[src/rtl/cpu_pkg.sv]
// cpu_pkg: shared CPU constants and types used by the register file and its
// write scoreboard.
package cpu_pkg;

    localparam int DATA_W     = 32;
    localparam int REG_ADDR_W = 5;

    typedef logic [REG_ADDR_W-1:0] reg_addr_t;
    typedef logic [DATA_W-1:0]     word_t;

    // Hard-wired zero register index.
    localparam reg_addr_t REG_ZERO = '0;

endpackage

[src/rtl/cpu_scoreboard.sv]
// cpu_scoreboard: per-register outstanding-write counters.
// A claim from decode increments the destination counter, a writeback
// release decrements it (clamped at 0, flagging underflow). Register 0 never
// counts. Exports per-register busy and saturation vectors.
module cpu_scoreboard
    import cpu_pkg::*;
#(
    parameter int ADDR_W = REG_ADDR_W,
    parameter int PEND_W = 2,
    parameter bit BYPASS = 1'b0
)(
    input  logic                   clock,
    input  logic                   reset,
    input  logic                   i_claim,
    input  logic [ADDR_W-1:0]      i_claim_reg,
    input  logic                   i_rel,
    input  logic [ADDR_W-1:0]      i_rel_reg,
    output logic [2**ADDR_W-1:0]   o_busy,
    output logic [2**ADDR_W-1:0]   o_sat,
    output logic                   o_underflow
);

    localparam int                NREG   = 2**ADDR_W;
    localparam logic [ADDR_W-1:0] LP_ZERO = ADDR_W'(REG_ZERO);
    localparam logic [PEND_W-1:0] LP_MAX  = '1;
    localparam logic [PEND_W-1:0] LP_ONE  = PEND_W'(1);

    logic [PEND_W-1:0] r_cnt     [NREG];
    logic [PEND_W-1:0] w_cnt_nxt [NREG];
    logic [NREG-1:0]   w_claim_hit;
    logic [NREG-1:0]   w_rel_hit;
    logic              w_claim_en;
    logic              w_rel_en;
    logic              w_uf_set;
    logic              r_underflow;

    // Register 0 is excluded here so its counter can never move.
    assign w_claim_en = i_claim && (i_claim_reg != LP_ZERO);
    assign w_rel_en   = i_rel   && (i_rel_reg   != LP_ZERO);

    // Next-count arithmetic: a simultaneous claim and release on one register cancel out.
    always_comb begin
        w_uf_set    = 1'b0;
        w_claim_hit = '0;
        w_rel_hit   = '0;
        for (int i = 0; i < NREG; i++) begin
            w_claim_hit[i] = w_claim_en && (i_claim_reg == ADDR_W'(i)) && (r_cnt[i] != LP_MAX);
            w_rel_hit[i]   = w_rel_en   && (i_rel_reg   == ADDR_W'(i));
            w_cnt_nxt[i]   = r_cnt[i];
            if (w_claim_hit[i] && !w_rel_hit[i]) begin
                w_cnt_nxt[i] = r_cnt[i] + LP_ONE;
            end else if (!w_claim_hit[i] && w_rel_hit[i]) begin
                if (r_cnt[i] != '0) begin
                    w_cnt_nxt[i] = r_cnt[i] - LP_ONE;
                end else begin
                    w_uf_set = 1'b1;
                end
            end
        end
    end

    // Counter and sticky underflow state; reset discards all pending claims.
    always_ff @(posedge clock) begin
        if (reset) begin
            for (int i = 0; i < NREG; i++) begin
                r_cnt[i] <= '0;
            end
            r_underflow <= 1'b0;
        end else begin
            for (int i = 0; i < NREG; i++) begin
                r_cnt[i] <= w_cnt_nxt[i];
            end
            if (w_uf_set) begin
                r_underflow <= 1'b1;
            end
        end
    end

    // Busy/saturation views; with bypass, a register whose last write is retiring now is not busy.
    always_comb begin
        o_busy = '0;
        o_sat  = '0;
        for (int i = 0; i < NREG; i++) begin
            o_busy[i] = (r_cnt[i] != '0) &&
                        !(BYPASS && w_rel_hit[i] && (r_cnt[i] == LP_ONE));
            o_sat[i]  = (r_cnt[i] == LP_MAX);
        end
    end

    assign o_underflow = r_underflow;

endmodule

[src/rtl/cpu_regfile_scoreboard.sv]
// cpu_regfile_scoreboard: register file with per-register write scoreboard.
// Responds to decode's register reads (combinational data + stall) and
// accepts claims from decode and releases/data from writeback.
// Optional feature macro: REGFILE_BYPASS_EN -- forwards the writeback value
// to a same-cycle read and releases the stall on the retiring last write.
module cpu_regfile_scoreboard #(
    parameter int DATA_W = cpu_pkg::DATA_W,
    parameter int ADDR_W = cpu_pkg::REG_ADDR_W,
    parameter int PEND_W = 2
)(
    input  logic              clock,
    input  logic              reset,
    input  logic [ADDR_W-1:0] reg_s,
    input  logic [ADDR_W-1:0] reg_t,
    input  logic [ADDR_W-1:0] reg_id_d,
    input  logic              reg_claim,
    output logic              claim_ready,
    output logic [DATA_W-1:0] reg_s_data,
    output logic [DATA_W-1:0] reg_t_data,
    output logic              reg_stall,
    input  logic              wb_valid,
    input  logic [ADDR_W-1:0] wb_reg,
    input  logic [DATA_W-1:0] wb_data,
    output logic              sb_underflow
);

    localparam int                NREG    = 2**ADDR_W;
    localparam logic [ADDR_W-1:0] LP_ZERO = ADDR_W'(cpu_pkg::REG_ZERO);
`ifdef REGFILE_BYPASS_EN
    localparam bit LP_BYPASS = 1'b1;
`else
    localparam bit LP_BYPASS = 1'b0;
`endif

    logic [DATA_W-1:0] r_mem [NREG];
    logic [NREG-1:0]   w_busy;
    logic [NREG-1:0]   w_sat;
    logic              w_wb_en;
    logic              w_underflow;

    // A write during the reset cycle must not land or forward.
    assign w_wb_en = wb_valid && !reset && (wb_reg != LP_ZERO);

    cpu_scoreboard #(
        .ADDR_W (ADDR_W),
        .PEND_W (PEND_W),
        .BYPASS (LP_BYPASS)
    ) u_scoreboard (
        .clock       (clock),
        .reset       (reset),
        .i_claim     (reg_claim),
        .i_claim_reg (reg_id_d),
        .i_rel       (wb_valid && !reset),
        .i_rel_reg   (wb_reg),
        .o_busy      (w_busy),
        .o_sat       (w_sat),
        .o_underflow (w_underflow)
    );

    // Data array: cleared on reset, written by writeback (register 0 stays 0).
    always_ff @(posedge clock) begin
        if (reset) begin
            for (int i = 0; i < NREG; i++) begin
                r_mem[i] <= '0;
            end
        end else if (w_wb_en) begin
            r_mem[wb_reg] <= wb_data;
        end
    end

    // Read muxes, with optional forwarding of the value being written back this cycle.
    always_comb begin
        reg_s_data = (reg_s == LP_ZERO) ? '0 : r_mem[reg_s];
        reg_t_data = (reg_t == LP_ZERO) ? '0 : r_mem[reg_t];
        if (LP_BYPASS && w_wb_en && (wb_reg == reg_s)) begin
            reg_s_data = wb_data;
        end
        if (LP_BYPASS && w_wb_en && (wb_reg == reg_t)) begin
            reg_t_data = wb_data;
        end
    end

    // Register 0 is never busy, so no extra masking is needed on the sources.
    assign reg_stall    = w_busy[reg_s] | w_busy[reg_t];
    assign claim_ready  = (reg_id_d == LP_ZERO) || !w_sat[reg_id_d];
    assign sb_underflow = w_underflow;

endmodule
[config.mk]
export PLATFORM = sky130hd
export DESIGN_NAME = cpu_regfile_scoreboard
export DESIGN_NICKNAME = d
export VERILOG_FILES = /design/src/rtl/cpu_pkg.sv /design/src/rtl/cpu_scoreboard.sv /design/src/rtl/cpu_regfile_scoreboard.sv
export SDC_FILE = /design/constraint.sdc
export NUM_CORES = 2
export LEC_CHECK = 0
export BUFFER_PORTS_ARGS = -buffer_cell sky130_fd_sc_hd__buf_2
export CAP_MARGIN = 20
export CORE_MARGIN = 3
export CORE_UTILIZATION = 28
export CTS_CLUSTER_DIAMETER = 60
export DETAILED_ROUTE_END_ITERATION = 7
export SYNTH_ARGS = -nofsm -noshare
export SYNTH_HDL_FRONTEND = slang
export SYNTH_SLANG_ARGS = --single-unit
[constraint.sdc]
create_clock -name clock -period 5 [get_ports clock]
set_input_delay 0.75 -clock clock [delete_from_list [all_inputs] [get_ports clock]]
set_output_delay 0.75 -clock clock [all_outputs]
set_load 0.05 [all_outputs]
==> results.json <==
{
  "async_reset_ff_frac": 0,
  "grt_pass1_wl_mm": 291.1,
  "path_max_fanout": 27,
  "post_cts_buffers": 0,
  "clkPwrFrac": 0.404,
  "r2r_cells": 9,
  "rsz0062_at_grt": "false",
  "switching_share": 0.2599,
  "holdPathStages": 2,
  "drive_gt1_frac": 0.2750,
  "clk_pin_slew_worst_paths_ps": 60,
  "syn_avg_cell_area_um2": 14.74,
  "grt_overflow_total": 0,
  "antenna_found_initial": 42,
  "power_frac_seq": 0.464,
  "wl_per_cell_um": 29.30,
  "pwr-share-comb": 0.132,
  "fin_skew_ps": 47.29,
  "maxCapViolations": 0,
  "synth_cells": 4068,
  "power_density_mw_per_mm2": 335.0,
  "fp.dieW_um": 468.8,
  "grt_pass1_vias": 38281,
  "via_per_inst": 5.413,
  "port_buffers": 122,
  "synth-main-ff-cell": "edfxtp_1",
  "syn_area_mm2": 0.05998,
  "timing.rr.end": "u_scoreboard.o_underflow",
  "critical_path.endpoint_type": "primary output",
  "vias": 38225,
  "grt_util_all_layers": 0.1857,
  "antenna_left": 0,
  "setup_viol": 0,
  "multi_input_area_mm2": 0.02602,
  "p_leak_nw": 23.32,
  "worstSetupPathType": "in -> out",
  "min_path_type": "reg -> reg",
  "fillCellCount": 20532,
  "hold_buffers": 0,
  "die-area_mm2": 0.2198,
  "finalCritPeriodShare": 0.8201,
  "fp.dieH_um": 468.8,
  "power.switching_mw": 5.986,
  "ys_seq_area_frac": 0.5344,
  "period_minus_slack_ps": 4101,
  "clk_latency_ps": 770,
  "seqCellArea_mm2": 0.03205,
  "first_pass_iters": 5,
  "ys_seq_elements": 1089,
  "root_buffer": "clkbuf_16",
  "r2r_slack_ps": 2760,
  "ys_warn_count": 0,
  "worst_pin_slew_ps": 968.4,
  "cts-htree-levels": 3,
  "design.core.area_mm2": 0.2125,
  "utilization": 0.3236,
  "p_int_mw": 17.05,
  "dp_hpwl_mm": 129.0,
  "tritoncts": "built",
  "start_kind": "input pin",
  "critPathRequiredTime_ps": 4250,
  "core.rowCount": 169,
  "synth_top_area_frac": 0.5127,
  "hold_end": "u_scoreboard.r_cnt[0][1]",
  "ys_types": 44,
  "ir_drop_uv": 352.3,
  "final_common_cell": "edfxtp_1",
  "synth_enable_flop_cells": 1024,
  "nNetsFinal": 4234,
  "synth_largest_area_cell": "edfxtp_1",
  "drc": 0,
  "drt_iter0_drc": 5398,
  "slew_headroom": 0.3529,
  "gp_congestion": 0.8396,
  "min-delay-start": "u_scoreboard.r_cnt[0][1]",
  "fmax_ghz": 0.2439,
  "final-max-slew-violation-count": 0,
  "route.final.wire_length_mm": 207.0,
  "start_util": 0.2822,
  "synth_area_leaders": "edfxtp_1 51%, mux4_2 25%, and2_1 10%, dfxtp_1 2.2%, clkbuf_1 1.7%",
  "tns_ps": 0,
  "status": "finished, final reports clean",
  "cts_buffers": 120,
  "hold_viol": 0,
  "pin_count": 123,
  "syn_to_final_growth_pct": 14.66,
  "clock_sinks": 1089,
  "mostFrequentLayoutCells": "1,024 x edfxtp_1, 994 x and2_1, 654 x mux4_2",
  "grt_max_degree": 129,
  "crit_start": "reg_s[0]",
  "cts_resized": 0,
  "arrival_ps": 3350,
  "clockBufferDepth": 3,
  "rr_startpoint": "u_scoreboard.r_cnt[1][4]"
}
-- layer usage --
| metal | vias up | wire [um] | track usage | share of wire |
|---|---|---|---|---|
| li1 | 15476 | - | - | - |
| met1 | 20051 | 79030 | 0.2429 | 0.38 |
| met2 | 2290 | 97940 | 0.2975 | 0.47 |
| met3 | 394 | 22270 | 0.04795 | 0.11 |
| met4 | 14 | 7631 | 0.06730 | 0.037 |
| met5 | - | 81 | 0 | 0.00039 |
-- worst max-delay path by stage --
stage	endpoint	slack [ps]	depth (start not counted)
after CTS	reg_s_data[25]	910	7
final	reg_s_data[25]	900	7
after detailed placement	reg_s_data[25]	920	7
after global placement	reg_s_data[25]	890	7
after floorplan	reg_stall	1020	8
after global routing	reg_s_data[25]	840	7
-- power by group through the flow --
stage               Sequential [mW]  Clock (mW)  Combinational, mW
global placement               10.8           0               3.03
detailed placement             10.9           0               3.05
floorplan                      10.8           0               1.99
CTS                            10.7        9.40               3.05
global route                   10.7        9.76               3.16
finish                         10.7        9.31               3.04
-- metrics by stage --
stage	instance area, um^2	instances	hold WS, ps	setup slack, ps	power (mW)
finish	68760	7062	498.5	899.3	23.04
global route	68730	7049	540.4	835.6	23.64
CTS	68680	7029	500.4	908.0	23.12
detailed placement	64590	6812	491.6	915.7	13.90
global placement	64590	6812	485.0	892.0	13.85
floorplan	60100	4102	478.1	1022	12.75
-- layout make-up --
| type | instances | share of cell area |
|---|---|---|
| Antenna cell | 33 | 0.001201 |
| Clock buffer | 141 | 0.04512 |
| Clock inverter | 76 | 0.01436 |
| Inverter | 138 | 0.007533 |
| Multi-Input combinational cell | 2497 | 0.3784 |
| Sequential cell | 1089 | 0.4661 |
| Tap cell | 2821 | 0.05133 |
| Timing Repair Buffer | 267 | 0.03595 |
-- kinds of logic (layout without fill, tap and decap cells) --
| kind of cell | after synthesis | in the layout | synth area share |
|---|---|---|---|
| simple gates | 1474 | 1474 | 0.1445 |
| flops | 1089 | 1089 | 0.5344 |
| mux | 655 | 655 | 0.2458 |
| buf+inv | 516 | 622 | 0.03799 |
| compound gates | 266 | 266 | 0.02351 |
| fa+ha+maj | 65 | 65 | 0.01356 |
| other cells | 2 | 69 | 0.0001252 |
| xor+xnor | 1 | 1 | 0.0001461 |
-- synthesized netlist by cell type (3+ instances only) --
master and count:
edfxtp_1 1024, and2_1 994, mux4_2 654, clkbuf_1 268
nand2_1 140, inv_1 138, nor2_1 106, o21ai_0 97
a21oi_1 80, dfxtp_1 65, ha_1 65, o21ai_1 64
nor2b_1 63, buf_2 39, or2_2 33, nor3b_1 32
buf_6 29, nor4b_1 28, nand3_1 27, buf_1 22
nor3_1 21, buf_4 20, nor4_1 10, nand2b_1 9
a31oi_1 5, a211oi_1 4, nand4_1 4, nand3b_1 3
-- critical path, cell delays in order --
cell and delay, ps:
buf_8 360, buf_4 460, mux4_2 560, mux4_2 480, nand2_1 90, o21ai_1 270, buf_2 330
-- flip-flops by register name, indices dropped and copies added (netlist names) --
name	cells
u_scoreboard.r_cnt	64
u_scoreboard.o_underflow	1
r_mem	1024
(Power assumes the default switching activity.)
